`config.mk`:
```
export PLATFORM = sky130hd
export DESIGN_NAME = cla_pipe_adder_flat
export DESIGN_NICKNAME = d
export VERILOG_FILES = /design/src/rtl/cla_pkg.sv /design/src/rtl/cla_pipe_adder_if.sv /design/src/rtl/cla_group.sv /design/src/rtl/cla_pipe_adder.sv /design/src/flat_wrapper.sv
export SDC_FILE = /design/constraint.sdc
export NUM_CORES = 1
export LEC_CHECK = 0
export ABC_CLOCK_PERIOD_IN_PS = 1750
export BUFFER_PORTS_ARGS = -buffer_cell sky130_fd_sc_hd__buf_2
export CORE_AREA = 8 8 140 142
export CTS_CLUSTER_SIZE = 16
export DETAILED_ROUTE_END_ITERATION = 10
export DIE_AREA = 0 0 148 150
export GPL_TIMING_DRIVEN = 0
export PLACE_DENSITY_LB_ADDON = 0.15
export SYNTH_ARGS = -nofsm -noshare
export SYNTH_HDL_FRONTEND = slang
export SYNTH_SLANG_ARGS = --single-unit
```
`constraint.sdc`:
```
create_clock -name clk -period 1.75 [get_ports clk]
set_input_delay 0.35 -clock clk [delete_from_list [all_inputs] [get_ports clk]]
set_output_delay 0.35 -clock clk [all_outputs]
set_load 0.05 [all_outputs]
```
`src/rtl/cla_pkg.sv`:
```
`default_nettype none
// ============================================================================
//  Module   : cla_pkg
//  Brief    : Shared constants and helpers for the pipelined CLA adder.
//  Revision : 1.0  initial release
// ============================================================================
package cla_pkg;

    localparam int GROUP_MIN = 1;
    localparam int GROUP_MAX = 8;

    // One pipeline stage per lookahead group.
    function automatic int cla_ng(input int width, input int group);
        return width / group;
    endfunction

endpackage
`default_nettype wire

```
`src/rtl/cla_pipe_adder_if.sv`:
```
`default_nettype none
// ============================================================================
//  Module   : cla_pipe_adder_if
//  Brief    : Operand/result handshake bundle of the pipelined CLA adder.
//  Revision : 1.0  initial release
// ============================================================================
interface cla_pipe_adder_if #(
    parameter int WIDTH = 16
);
    logic             in_valid;
    logic             in_ready;
    logic [WIDTH-1:0] A;
    logic [WIDTH-1:0] B;
    logic             Cin;
    logic             sub;
    logic             out_valid;
    logic             out_ready;
    logic [WIDTH-1:0] Q;
    logic             cout;
    logic             ovf;

    modport master (
        output in_valid, A, B, Cin, sub, out_ready,
        input  in_ready, out_valid, Q, cout, ovf
    );

    modport slave (
        input  in_valid, A, B, Cin, sub, out_ready,
        output in_ready, out_valid, Q, cout, ovf
    );
endinterface
`default_nettype wire

```
`src/rtl/cla_group.sv`:
```
`default_nettype none
// ============================================================================
//  Module   : cla_group
//  Brief    : Combinational GROUP-bit carry-lookahead cell.
//  Revision : 1.0  initial release
// ============================================================================
module cla_group #(
    parameter int GROUP = 4
) (
    input  logic [GROUP-1:0] a,
    input  logic [GROUP-1:0] b,
    input  logic             ci,
    output logic [GROUP-1:0] s,
    output logic             co,
    output logic             c_msb
);

    logic [GROUP-1:0] w_g;
    logic [GROUP-1:0] w_p;
    logic [GROUP:0]   w_c;
    logic             w_acc;
    logic             w_pp;

    assign w_g = a & b;
    assign w_p = a ^ b;

    // Every carry is a flat sum of products of g/p/ci, never of another carry.
    always_comb begin
        w_c    = '0;
        w_acc  = 1'b0;
        w_pp   = 1'b1;
        w_c[0] = ci;
        for (int i = 0; i < GROUP; i++) begin
            w_acc = 1'b0;
            w_pp  = 1'b1;
            for (int j = i; j >= 0; j--) begin
                w_acc = w_acc | (w_pp & w_g[j]);
                w_pp  = w_pp & w_p[j];
            end
            w_c[i+1] = w_acc | (w_pp & ci);
        end
    end

    assign s     = w_p ^ w_c[GROUP-1:0];
    assign co    = w_c[GROUP];
    assign c_msb = w_c[GROUP-1];

endmodule
`default_nettype wire

```
`src/rtl/cla_pipe_adder.sv`:
```
`default_nettype none
// ============================================================================
//  Module   : cla_pipe_adder
//  Brief    : Pipelined carry-lookahead adder/subtractor, one group per stage,
//             valid/ready on both sides.
//  Revision : 1.0  initial release
// ============================================================================
module cla_pipe_adder
    import cla_pkg::*;
#(
    parameter int WIDTH = 16,
    parameter int GROUP = 4
) (
    input  wire logic        clk,
    input  wire logic        rst_n,
    cla_pipe_adder_if.slave  bus
);

    localparam int c_ng = cla_ng(WIDTH, GROUP);

    if ((WIDTH % GROUP) != 0 || GROUP < GROUP_MIN || GROUP > GROUP_MAX) begin : g_param_err
        $error("cla_pipe_adder: illegal WIDTH/GROUP combination");
    end

    logic [WIDTH-1:0] r_sum [1:c_ng];
    logic             r_c   [1:c_ng];
    logic             r_vld [1:c_ng];
    logic             r_ovf;

    logic             w_adv;
    logic             w_acc;
    logic [WIDTH-1:0] w_b_eff;
    logic             w_c_eff;
    logic             w_vin    [1:c_ng];
    logic [WIDTH-1:0] w_sum_in [1:c_ng];

    logic [GROUP-1:0] w_ga [0:c_ng-1];
    logic [GROUP-1:0] w_gb [0:c_ng-1];
    logic             w_gc [0:c_ng-1];
    logic [GROUP-1:0] w_s  [0:c_ng-1];
    logic             w_co [0:c_ng-1];
    logic             w_cm [0:c_ng-1];

    assign w_adv   = !r_vld[c_ng] || bus.out_ready;
    assign w_acc   = bus.in_valid && w_adv;
    assign w_b_eff = bus.sub ? ~bus.B : bus.B;
    assign w_c_eff = bus.sub | bus.Cin;

    assign bus.in_ready  = w_adv;
    assign bus.out_valid = r_vld[c_ng];
    assign bus.Q         = r_sum[c_ng];
    assign bus.cout      = r_c[c_ng];
    assign bus.ovf       = r_ovf;

    // Group 0 works straight off the ports; later groups off delayed operands.
    assign w_ga[0] = bus.A[GROUP-1:0];
    assign w_gb[0] = w_b_eff[GROUP-1:0];
    assign w_gc[0] = w_c_eff;

    if (c_ng > 1) begin : g_ops
        logic [WIDTH-1:0] r_a [1:c_ng-1];
        logic [WIDTH-1:0] r_b [1:c_ng-1];

        always_ff @(posedge clk) begin
            if (w_adv && w_vin[1]) begin
                r_a[1] <= bus.A;
                r_b[1] <= w_b_eff;
            end
            for (int s = 2; s < c_ng; s++) begin
                if (w_adv && w_vin[s]) begin
                    r_a[s] <= r_a[s-1];
                    r_b[s] <= r_b[s-1];
                end
            end
        end

        for (genvar gi = 1; gi < c_ng; gi++) begin : g_sel
            assign w_ga[gi] = r_a[gi][gi*GROUP +: GROUP];
            assign w_gb[gi] = r_b[gi][gi*GROUP +: GROUP];
            assign w_gc[gi] = r_c[gi];
        end
    end

    for (genvar gi = 0; gi < c_ng; gi++) begin : g_grp
        cla_group #(.GROUP(GROUP)) u_grp (
            .a     (w_ga[gi]),
            .b     (w_gb[gi]),
            .ci    (w_gc[gi]),
            .s     (w_s[gi]),
            .co    (w_co[gi]),
            .c_msb (w_cm[gi])
        );
    end

    always_comb begin
        w_vin[1] = w_acc;
        for (int s = 2; s <= c_ng; s++) begin
            w_vin[s] = r_vld[s-1];
        end
    end

    always_comb begin
        for (int s = 1; s <= c_ng; s++) begin
            w_sum_in[s] = '0;
        end
        w_sum_in[1][GROUP-1:0] = w_s[0];
        for (int s = 2; s <= c_ng; s++) begin
            w_sum_in[s]                       = r_sum[s-1];
            w_sum_in[s][(s-1)*GROUP +: GROUP] = w_s[s-1];
        end
    end

    // Data only loads behind a valid entry, so bubbles leave Q/cout/ovf untouched.
    always_ff @(posedge clk) begin
        if (!rst_n) begin
            for (int s = 1; s <= c_ng; s++) begin
                r_vld[s] <= 1'b0;
                r_sum[s] <= '0;
                r_c[s]   <= 1'b0;
            end
            r_ovf <= 1'b0;
        end else if (w_adv) begin
            for (int s = 1; s <= c_ng; s++) begin
                r_vld[s] <= w_vin[s];
                if (w_vin[s]) begin
                    r_sum[s] <= w_sum_in[s];
                    r_c[s]   <= w_co[s-1];
                end
            end
            if (w_vin[c_ng]) begin
                r_ovf <= w_co[c_ng-1] ^ w_cm[c_ng-1];
            end
        end
    end

endmodule
`default_nettype wire

```
`src/flat_wrapper.sv`:
```
// flat-port wrapper written by rule: the top's interface ports become plain ports
module cla_pipe_adder_flat import cla_pkg::*;
#(
    parameter int WIDTH = 16,
    parameter int GROUP = 4
)
  (clk, rst_n, bus_in_valid, bus_A, bus_B, bus_Cin, bus_sub, bus_out_ready, bus_in_ready, bus_out_valid, bus_Q, bus_cout, bus_ovf);
  cla_pipe_adder_if #(.WIDTH(WIDTH)) bus_i ();
  input  wire logic clk;
  input  wire logic rst_n;
  input wire logic [$bits(bus_i.in_valid)-1:0] bus_in_valid;
  input wire logic [$bits(bus_i.A)-1:0] bus_A;
  input wire logic [$bits(bus_i.B)-1:0] bus_B;
  input wire logic [$bits(bus_i.Cin)-1:0] bus_Cin;
  input wire logic [$bits(bus_i.sub)-1:0] bus_sub;
  input wire logic [$bits(bus_i.out_ready)-1:0] bus_out_ready;
  output wire logic [$bits(bus_i.in_ready)-1:0] bus_in_ready;
  output wire logic [$bits(bus_i.out_valid)-1:0] bus_out_valid;
  output wire logic [$bits(bus_i.Q)-1:0] bus_Q;
  output wire logic [$bits(bus_i.cout)-1:0] bus_cout;
  output wire logic [$bits(bus_i.ovf)-1:0] bus_ovf;
  assign bus_i.in_valid = bus_in_valid;
  assign bus_i.A = bus_A;
  assign bus_i.B = bus_B;
  assign bus_i.Cin = bus_Cin;
  assign bus_i.sub = bus_sub;
  assign bus_i.out_ready = bus_out_ready;
  assign bus_in_ready = bus_i.in_ready;
  assign bus_out_valid = bus_i.out_valid;
  assign bus_Q = bus_i.Q;
  assign bus_cout = bus_i.cout;
  assign bus_ovf = bus_i.ovf;
  cla_pipe_adder #(.WIDTH(WIDTH), .GROUP(GROUP)) u_core (.clk(clk), .rst_n(rst_n), .bus(bus_i));
endmodule
```
After elaboration in Yosys (flattened, before gate mapping)
Memory sizes are Yosys's and may differ from the RTL's.
Cells that the tools add are included.

storage, ports and cells
  register bits = 1
  RAM bits = 168
  output and inout port bits = 20
  word-level logic and storage cells = 183
  memories kept = 5

operators by class
  mux-type cells = 39
  bitwise gates (word level) = 131
  reduce and logical (&&, ||, !) cells = 7

memories
  memory            depth  width  rd ports  clocked after Yosys merged registers in  wr ports  line                  RTL
  u_core.r_sum      4      16     4         0                                        4         cla_pipe_adder.sv:25  logic [WIDTH-1:0] r_sum [1:c_ng];
  u_core.g_ops.r_a  3      16     3         0                                        3         cla_pipe_adder.sv:61  logic [WIDTH-1:0] r_a [1:c_ng-1];
  u_core.g_ops.r_b  3      16     3         0                                        3         cla_pipe_adder.sv:62  logic [WIDTH-1:0] r_b [1:c_ng-1];
  u_core.r_c        4      1      4         0                                        4         cla_pipe_adder.sv:26  logic r_c [1:c_ng];
  u_core.r_vld      4      1      4         0                                        4         cla_pipe_adder.sv:27  logic r_vld [1:c_ng];

operators with widths
  cell               number
  $mux 16            5
  $and 1x1->1        64
  $or 1x1->1         53
  $mux 1             34
  $xor 4x4->4        8
  $and 4x4->4        4
  $not 16->16        1
  $logic_and 1x1->1  4
  $reduce_and 2->1   1
  $logic_not 1->1    1
  $logic_or 1x1->1   1
  $xor 1x1->1        1

Logic depth before layout (Yosys ltp)
Gate-level depths: netlist (run 1).

  word-level depth = 9
  depth in mapped cells = 7
  gate-level depth less buffers = 6

Cells and area by module
A second synthesis (run 1) with hierarchy kept.

second synthesis, totals
  cells, all modules = 267
  area, all modules = 4249.1 um2

by module, submodules not included
  module                                  times used  cells an instance  area an instance (um2)  seq. area each (um2)
  cla_pipe_adder                          1           199                3643.5                  2902.8
  cla_group at u_core.g_grp[0].u_grp ...  3           18                 155.1                   0.0
  cla_group at u_core.g_grp[3].u_grp      1           14                 140.1                   0.0

Worst setup path before layout (run 1)
OpenSTA, ideal clock, no wires.

  kind = reg-to-reg
  from = reg u_core.r_vld[0][4] (netlist name)
  to = reg u_core.r_c[0][1] (netlist name)
  setup time = 0.317 ns
  arrival time = 1.915 ns
  data required time = 1.433 ns
  setup slack = -0.482 ns
  stages on the path, launching flop included = 5
  path through = edfxtp_1 nand2b_4 buf_12 and2_1 nand2b_1

==> run metrics, run 1 <==
status complete, no violations; Clock Skew 4.53 ps; largest net degree at the start of global routing 26; Critical Path RT 1400 ps; RSZ-0062 raised after global routing false; Setup TNS 0 ps; ANT nets after route 0; Die Width 148 um; Final Hold Fails 0; Syn. warnings 0; M2 GR Usage 9.79%; DR iter-0 viols 75; clock tree buffer depth 2; Placed Instance Area 4830 sq um; Final min period 1650 ps; Global Route met1 Usage 7.29%; CTS tree done; total wire length 6.44 mm; most common cell after layout, fill and taps aside edfxtp_1; CTS sink cnt 97; Die Y-Extent 150 um; Cells after Synth 271; post-route cell area 5110 sq um; slowest stage cell on the critical path edfxtp_1; synth top area cells edfxtp_1 (68%), ha_1 (4.7%), xor2_1 (4.3%), buf_4 (3.2%), and2_1 (2.7%); Cell variety after synth 34; FP Rows 49; # Max-Cap Violations 0; Final Core Density 29.2%; core area 17,500 sq um; initial core utilization 24.2%; half-perimeter wire length after placement 5.15 mm; busiest grt layer met2; Crit. End Element output pin; Seq/Total Area, Yosys 68.5%; Crit path arrival time 1300 ps; I/O pin total 58; Vias 2,006; CTS buffer count 9; Placer Congestion 0.671; Root Driver clkbuf_16; worst path cell trace nand2b_4 -> buf_12 -> buf_2; post-synthesis cell area 4240 sq um; FF+latch count, synth 97; initial antenna violation count 0; WL per Instance 11.3 um; die area 22,200 sq um; share of layout cells above drive strength 1 33.5%; critical path type register to output pin; Overflow after GRT 0; Avg Inst Size Synth 15.6 sq um; Hold WC Path Type input pin to register; met3 GRT Util 2.03%; area leader, netlist edfxtp_1; Leak 2.04 nW; vias per cell 3.53; PwrDens 1000 nW/um^2; fmax 608 MHz; Slew @ Worst Pin 374 ps; Power Total 0.00513 W; CTS H-tree lvls 3; DR pass1 iterations 4; DRC viols 0; Ant. Diodes 0; cell count after placement 555; Slew HR 75.0%; slowest cell delay on critical path 450 ps; # setup viols final 0; vias in the first global route 2,201; most frequent cells in the layout edfxtp_1 (96), buf_2 (55), xor2_1 (21), nor2_1 (21), buf_4 (18); Tot GR Track Use 6.19%; maximum VDD drop 0.448 mV; Clock Latency Late Sink 330 ps; port buffer count 55; critical path startpoint category register; maximum fanout along the worst path 9; post-synth top area share 68.0%; CTS clk-pin slew, worst paths 60 ps; Tcrit/Tclk final 94.0%; post-synthesis net count 329; Layout Nets 395; non-filler cells, final 569; max-slew violations 0; first-pass GRT wire length 10.7 mm; area grow syn2layout 20.6%; Hold-fix buffers, CTS 0
==> flip-flops by register name (all words and copies together) (netlist names) <==
name	flops
u_core.bus.ovf	1
u_core.r_sum	40
u_core.g_ops.r_b	24
u_core.g_ops.r_a	24
u_core.r_c	4
u_core.r_vld	4
==> per-layer routing <==
| layer | wire, um | up-vias |
|---|---|---|
| li1 | - | 1072 |
| met1 | 3050 | 883 |
| met2 | 2960 | 42 |
| met3 | 305 | 9 |
| met4 | 126 | 0 |
| met5 | 0 | - |
==> cells in the mapped netlist <==
cell type	instances
nand3b_1	1
nand2b_1	3
a21o_1	3
inv_1	15
nand2_1	4
o21bai_1	2
o21ai_1	1
a211oi_2	1
nand2b_4	1
mux2i_1	1
fa_1	4
nor2_1	21
o21ai_2	1
o21ai_0	5
buf_12	1
o21bai_2	1
nand3_1	1
buf_6	2
a211oi_1	5
ha_1	16
a21oi_1	4
nand3_4	3
o2bb2ai_1	1
edfxtp_1	96
dfxtp_1	1
inv_4	1
and2_1	18
buf_4	18
nor3_1	4
xor2_1	21
xnor2_1	4
o21a_1	1
and2_4	9
nand3_2	1
==> repair_timing <==
item / CTS / global route
setup endpoints to repair: 0 / 2
resized for setup: 0 / 1
setup buffers: 0 / 0
==> path summary, 6_finish.rpt <==
path | start | to | slack [ps] | depth (start not counted)
worst max-delay path | u_core.r_vld[0][4] | bus_in_ready | 100 | 3
worst min-delay path | bus_A[6] | u_core.g_ops.r_a[0][22] | 190 | 1
worst max register to register | u_core.g_ops.r_a[0][60] | u_core.r_c[0][4] | 120 | 5
worst min register to register | u_core.g_ops.r_a[0][29] | u_core.g_ops.r_a[0][45] | 410 | 0
==> report_power, final <==
group	switching, W	internal [W]	leakage (nW)	total, W
Combinational	0.000315	0.000212	0.931	0.000527
Clock	0.000753	0.00108	0.132	0.00184
Sequential	0.0000418	0.00272	0.978	0.00276
Total	0.00111	0.00402	2.04	0.00513
==> worst max-delay path: cells and delay by family (launching register included) <==
family / cells / cell delay (ps)
buf+inv: 2 / 390
flops: 1 / 450
simple gates: 1 / 110
==> cell type report <==
| class | count | area [sq um] |
|---|---|---|
| fill | 1836 | 12400 |
| multi-input combinational | 137 | 1130 |
| tap | 229 | 287 |
| clock buffer | 10 | 229 |
| buffer | 21 | 178 |
| sequential | 97 | 2900 |
| clock inverter | 4 | 46.3 |
| timing repair buffer | 55 | 275 |
| inverter | 16 | 62.6 |
==> logic make-up after synthesis <==
group           synth area share (%)
xor+xnor                        5.17
buf+inv                         5.67
fa+ha+maj                       6.61
compound gates                  4.10
simple gates                    9.74
mux                            0.236
flops                           68.5
==> through the flow <==
step           setup slack [ps]  hold WS [ps]
6_report                    105           191
5_1_grt                    3.46           180
4_1_cts                    58.6           173
3_5_place_dp               -167           405
3_3_place_gp               -138           406
2_1_floorplan             -24.1           400
Note: power is estimated with default switching activity, not from simulation.
==> run 2: changes to the inputs <==
Settings changed: PLACE_DENSITY_LB_ADDON 0.15 to default.
==> run metrics, run 2 (synthesis results as in run 1) <==
status complete, no violations; M2 GR Usage 9.27%; FP Rows 49; DR pass1 iterations 4; Global Route met1 Usage 7.09%; CTS H-tree lvls 3; worst path cell trace nand2b_4 -> buf_12 -> buf_2; half-perimeter wire length after placement 5.25 mm; area grow syn2layout 20.9%; Final min period 1670 ps; share of layout cells above drive strength 1 34.5%; CTS clk-pin slew, worst paths 70 ps; critical path type register to output pin; vias per cell 3.53; Clock Latency Late Sink 340 ps; Final Core Density 29.2%; Clock Skew 7.45 ps; Multi-input gate area 1130 sq um; core area 17,500 sq um; Power Total 0.00512 W; Critical Path RT 1400 ps; Worst Setup SP u_core.r_vld[0][4]; slowest cell delay on critical path 450 ps; Placer Congestion 0.684; biggest regs u_core.r_sum (40), u_core.g_ops.r_a (24), u_core.g_ops.r_b (24); Overflow after GRT 0; Top reg by flops u_core.r_sum; Leak 2.04 nW; DRC viols 0; Hold WC Path Type input pin to register; Hold-fix buffers, CTS 0; vias in the first global route 2,171; Slew HR 76.3%; busiest grt layer met2; fill count 1,835; fmax 599 MHz; die area 22,200 sq um; DR iter-0 viols 75; WL per Instance 11.3 um; Die Width 148 um; CTS buffer count 9; I/O pin total 58; slowest stage cell on the critical path edfxtp_1; initial core utilization 24.2%; initial antenna violation count 0; critical path startpoint category register; Hold Path Stages 1; non-filler cells, final 571; ANT nets after route 0; Hold Startpoint bus_A[7]; port buffer count 55; Reg2Reg Depth 5; CTS tree done; Tot GR Track Use 6.14%; most frequent cells in the layout edfxtp_1 (96), buf_2 (55), xor2_1 (21), nor2_1 (21), buf_4 (18); cell count after placement 555; RSZ-0062 raised after global routing false; most common cell after layout, fill and taps aside edfxtp_1; Layout Nets 395; # Max-Cap Violations 0; Top Family by Delay on Critical Path flip-flops; Reg area 2900 sq um; Worst Path Buf+Inv 2; number of flip-flops in the largest register 40; clock tree buffer depth 2; max-slew violations 0; maximum fanout along the worst path 9; Tcrit/Tclk final 95.4%; total wire length 6.43 mm; Crit. End Element output pin; # setup viols final 0; largest net degree at the start of global routing 26; Crit path arrival time 1320 ps; Ant. Diodes 0; CTS sink cnt 97; PwrDens 999 nW/um^2; WP depth 3; Vias 2,013; Root Driver clkbuf_16; Final Hold Fails 0; Slew @ Worst Pin 354 ps; Placed Instance Area 4830 sq um; Setup TNS 0 ps; FF-to-FF Start u_core.g_ops.r_a[0][40]; met3 GRT Util 3.21%; Die Y-Extent 150 um; first-pass GRT wire length 10.6 mm; post-route cell area 5120 sq um; setup repair bufs after CTS 0; maximum VDD drop 0.450 mV
==> run 2: cell types whose count changed in the layout (fill, tap and decap cells not counted), sizes merged <==
cell	delta
clkinvlp	+1
clkbuf	-1
bufinv	-1
inv	+3
==> run 2: area by class of cell <==
class	count	area share [%]
Multi-Input combinational cell	137	22.1
Timing Repair Buffer	55	5.37
Buffer	21	3.47
Inverter	16	1.22
Sequential cell	97	56.7
Tap cell	229	5.59
Clock buffer	9	4.40
Clock inverter	7	1.20
==> run 2: final timing paths <==
| path | end | slack, ps |
|---|---|---|
| worst min register to register | u_core.g_ops.r_a[0][63] | 420 |
| worst max register to register | u_core.r_c[0][3] | 120 |
| worst max-delay path | bus_in_ready | 80 |
| worst min-delay path | u_core.g_ops.r_a[0][23] | 180 |
==> run 2: per-layer routing <==
layer	vias up	part of all wire (%)
met5	-	0
met4	0	1.7
met3	7	8.2
met2	55	44
met1	873	46
li1	1078	-
==> run 2: timing repair <==
action,CTS,global route
hold endpoints to repair,0,0
setup endpoints to repair,0,2
resized for setup,0,1
==> run 2: power by group <==
group	total [W]	internal (W)	switching, W	leakage [nW]
combinational	0.000526	0.000213	0.000314	0.931
sequential	0.00276	0.00272	0.0000437	0.978
clock	0.00183	0.000987	0.000844	0.135
==> run 2: stage by stage <==
step	hold slack, ps	worst slack (ps)
after detailed placement	405	-98.5
after global routing	161	14.3
after global placement	407	-103
after floorplan	400	-24.1
final	181	81.3
after CTS	161	46.9
==> run 3: changes to the inputs <==
Settings changed: ABC_AREA from default to 1, CORE_AREA 8 8 140 142 to 8 8 151 139, DIE_AREA 0 0 148 150 to 0 0 159 147.
==> run metrics, run 3 <==
max-slew violations 0; initial antenna violation count 0; share of layout cells above drive strength 1 27.2%; CTS sink cnt 97; initial core utilization 24.2%; Post-synth EDFFs 96; FF-to-FF Start u_core.r_vld[0][4]; Hold-fix buffers, CTS 0; Leak 2.25 nW; Hold WC Path Type input pin to register; Top reg by flops u_core.r_sum; DR iter-0 viols 144; fmax 601 MHz; most common cell after layout, fill and taps aside edfxtp_1; Multi-input gate area 1220 sq um; Flop pwr share 50.7%; post-synthesis cell area 4510 sq um; # setup viols final 0; Hold WS 186 ps; first-pass GRT wire length 12.5 mm; Die Y-Extent 147 um; Syn. warnings 0; Post-synth top flop edfxtp_1; Int Pwr 0.00421 W; FF+latch count, synth 97; Slew @ Worst Pin 739 ps; DRC viols 0; sw frac 23.1%; FP Rows 48; synth top area cells edfxtp_1 (64%), inv_1 (5.0%), ha_1 (4.4%), nor2_1 (3.9%), nor2_4 (3.7%); Vias 2,465; Hold Startpoint bus_A[11]; Tot GR Track Use 6.70%; number of flip-flops in the largest register 40; Avg Inst Size Synth 12.4 sq um; CTS clk-pin slew, worst paths 60 ps; Die Width 159 um; biggest regs u_core.r_sum (40), u_core.g_ops.r_a (24), u_core.g_ops.r_b (24); critical path type register to register; Final Hold Fails 0; Tcrit/Tclk final 95.0%; WL per Instance 10.8 um; CTS tree done; post-synthesis net count 423; total wire length 7.40 mm; ys async rst share 0%; clock tree buffer depth 2; vias per cell 3.58; Seq/Total Area, Yosys 64.3%; maximum fanout along the worst path 16; PwrDens 1010 nW/um^2; Reg area 2900 sq um; Worst Setup SP u_core.r_vld[0][4]; largest net degree at the start of global routing 25; Layout Nets 491; status complete, no violations; Setup WS pre-CTS -203 ps; fill count 1,915; CTS H-tree lvls 3; most common cell in the netlist edfxtp_1; final worst setup slack 87.4 ps; Placer Congestion 0.764; Crit path arrival time 1630 ps; Ant. Diodes 0; DR pass1 iterations 4; post-synth top area share 63.9%; Critical Path RT 1720 ps; area leader, netlist edfxtp_1; I/O pin total 58; Cells after Synth 365; total net switching power 0.00127 W; Clk pwr share 37.1%; RSZ-0062 raised after global routing true; Placed Instance Area 5120 sq um; maximum VDD drop 0.470 mV; # Max-Cap Violations 0; half-perimeter wire length after placement 5.98 mm; post-route cell area 5460 sq um; CTS buffer count 9; vias in the first global route 2,605; Cell variety after synth 25; Root Driver clkbuf_16; area grow syn2layout 20.8%; Comb pwr share 12.2%; critical path startpoint category register; die area 23,400 sq um; Overflow after GRT 0; Crit. End Element register; Clock Skew 4.61 ps; core area 18,600 sq um; Clock Latency Late Sink 340 ps; Slew HR 50.7%; most frequent cells in the layout edfxtp_1 (96), inv_1 (60), buf_2 (57), nor2_1 (45), nand2_1 (32); port buffer count 56; ANT nets after route 0; Final min period 1660 ps; most instantiated cells after synthesis edfxtp_1 (96), inv_1 (60), nor2_1 (47)
## run 3: per-stage QoR
| stage | std cells | power [W] | setup TNS, ps | util, % |
|---|---|---|---|---|
| floorplan | 365 | 0.00332 | -15690 | - |
| global placement | 671 | 0.00347 | -4650 | 27.5 |
| detailed placement | 671 | 0.00350 | -7760 | 27.5 |
| CTS | 687 | 0.00555 | -25.3 | 29.3 |
| global route | 688 | 0.00573 | -608 | 29.3 |
| finish | 688 | 0.00548 | 0 | 29.3 |
## run 3: path summary, 6_finish.rpt
check	depth (start not counted)	end	slack [ps]
max	4	u_core.g_ops.r_a[0][40]	90
min	1	u_core.g_ops.r_a[0][27]	190
min reg2reg	0	u_core.g_ops.r_b[0][41]	420
max reg2reg	4	u_core.g_ops.r_a[0][40]	90
## run 3: timing repair
item,in CTS,in global routing
resized for setup,4,1
setup buffers,0,1
pin swaps,0,1
setup endpoints to repair,62,1
## run 3: area by class of cell
cell class              count  share of cell area (%)
clock buffers               9                    4.13
repair buffers             57                    5.28
flip-flops and latches     97                    53.2
inverters                  64                    4.50
plain buffers              20                    3.07
multi-input cells         184                    22.3
clock inverters             7                    1.74
well taps                 250                    5.73
## run 3: logic make-up after synthesis
family          after synthesis  synth area share [%]
flops                        97                  64.3
compound gates               20                  2.33
fa+ha+maj                    20                  6.21
xor+xnor                     20                  3.88
simple gates                124                  14.2
buf+inv                      84                  9.06
## run 3: critical path, cell delays in order, from the launching register on
cell	delay (ps)
edfxtp_1	390
inv_1	110
nor2_4	50
buf_4	170
nor2_2	580
## run 3: layer usage
layer / routed length, um / part of all wire [%] / track usage [%] / vias up
met3: 540 / 7.3 / 3.02 / 14
met4: 176 / 2.4 / 3.58 / 0
met1: 3670 / 50 / 8.50 / 1046
li1: - / - / - / 1324
met2: 3010 / 41 / 9.35 / 81
met5: 0 / 0 / 0 / -
## run 3: power groups by stage
stage	clock network [W]	logic, W	registers [W]
floorplan	0	0.000498	0.00282
global placement	0	0.000648	0.00283
detailed placement	0	0.000667	0.00283
CTS	0.00210	0.000674	0.00278
global route	0.00219	0.000750	0.00280
finish	0.00204	0.000669	0.00278
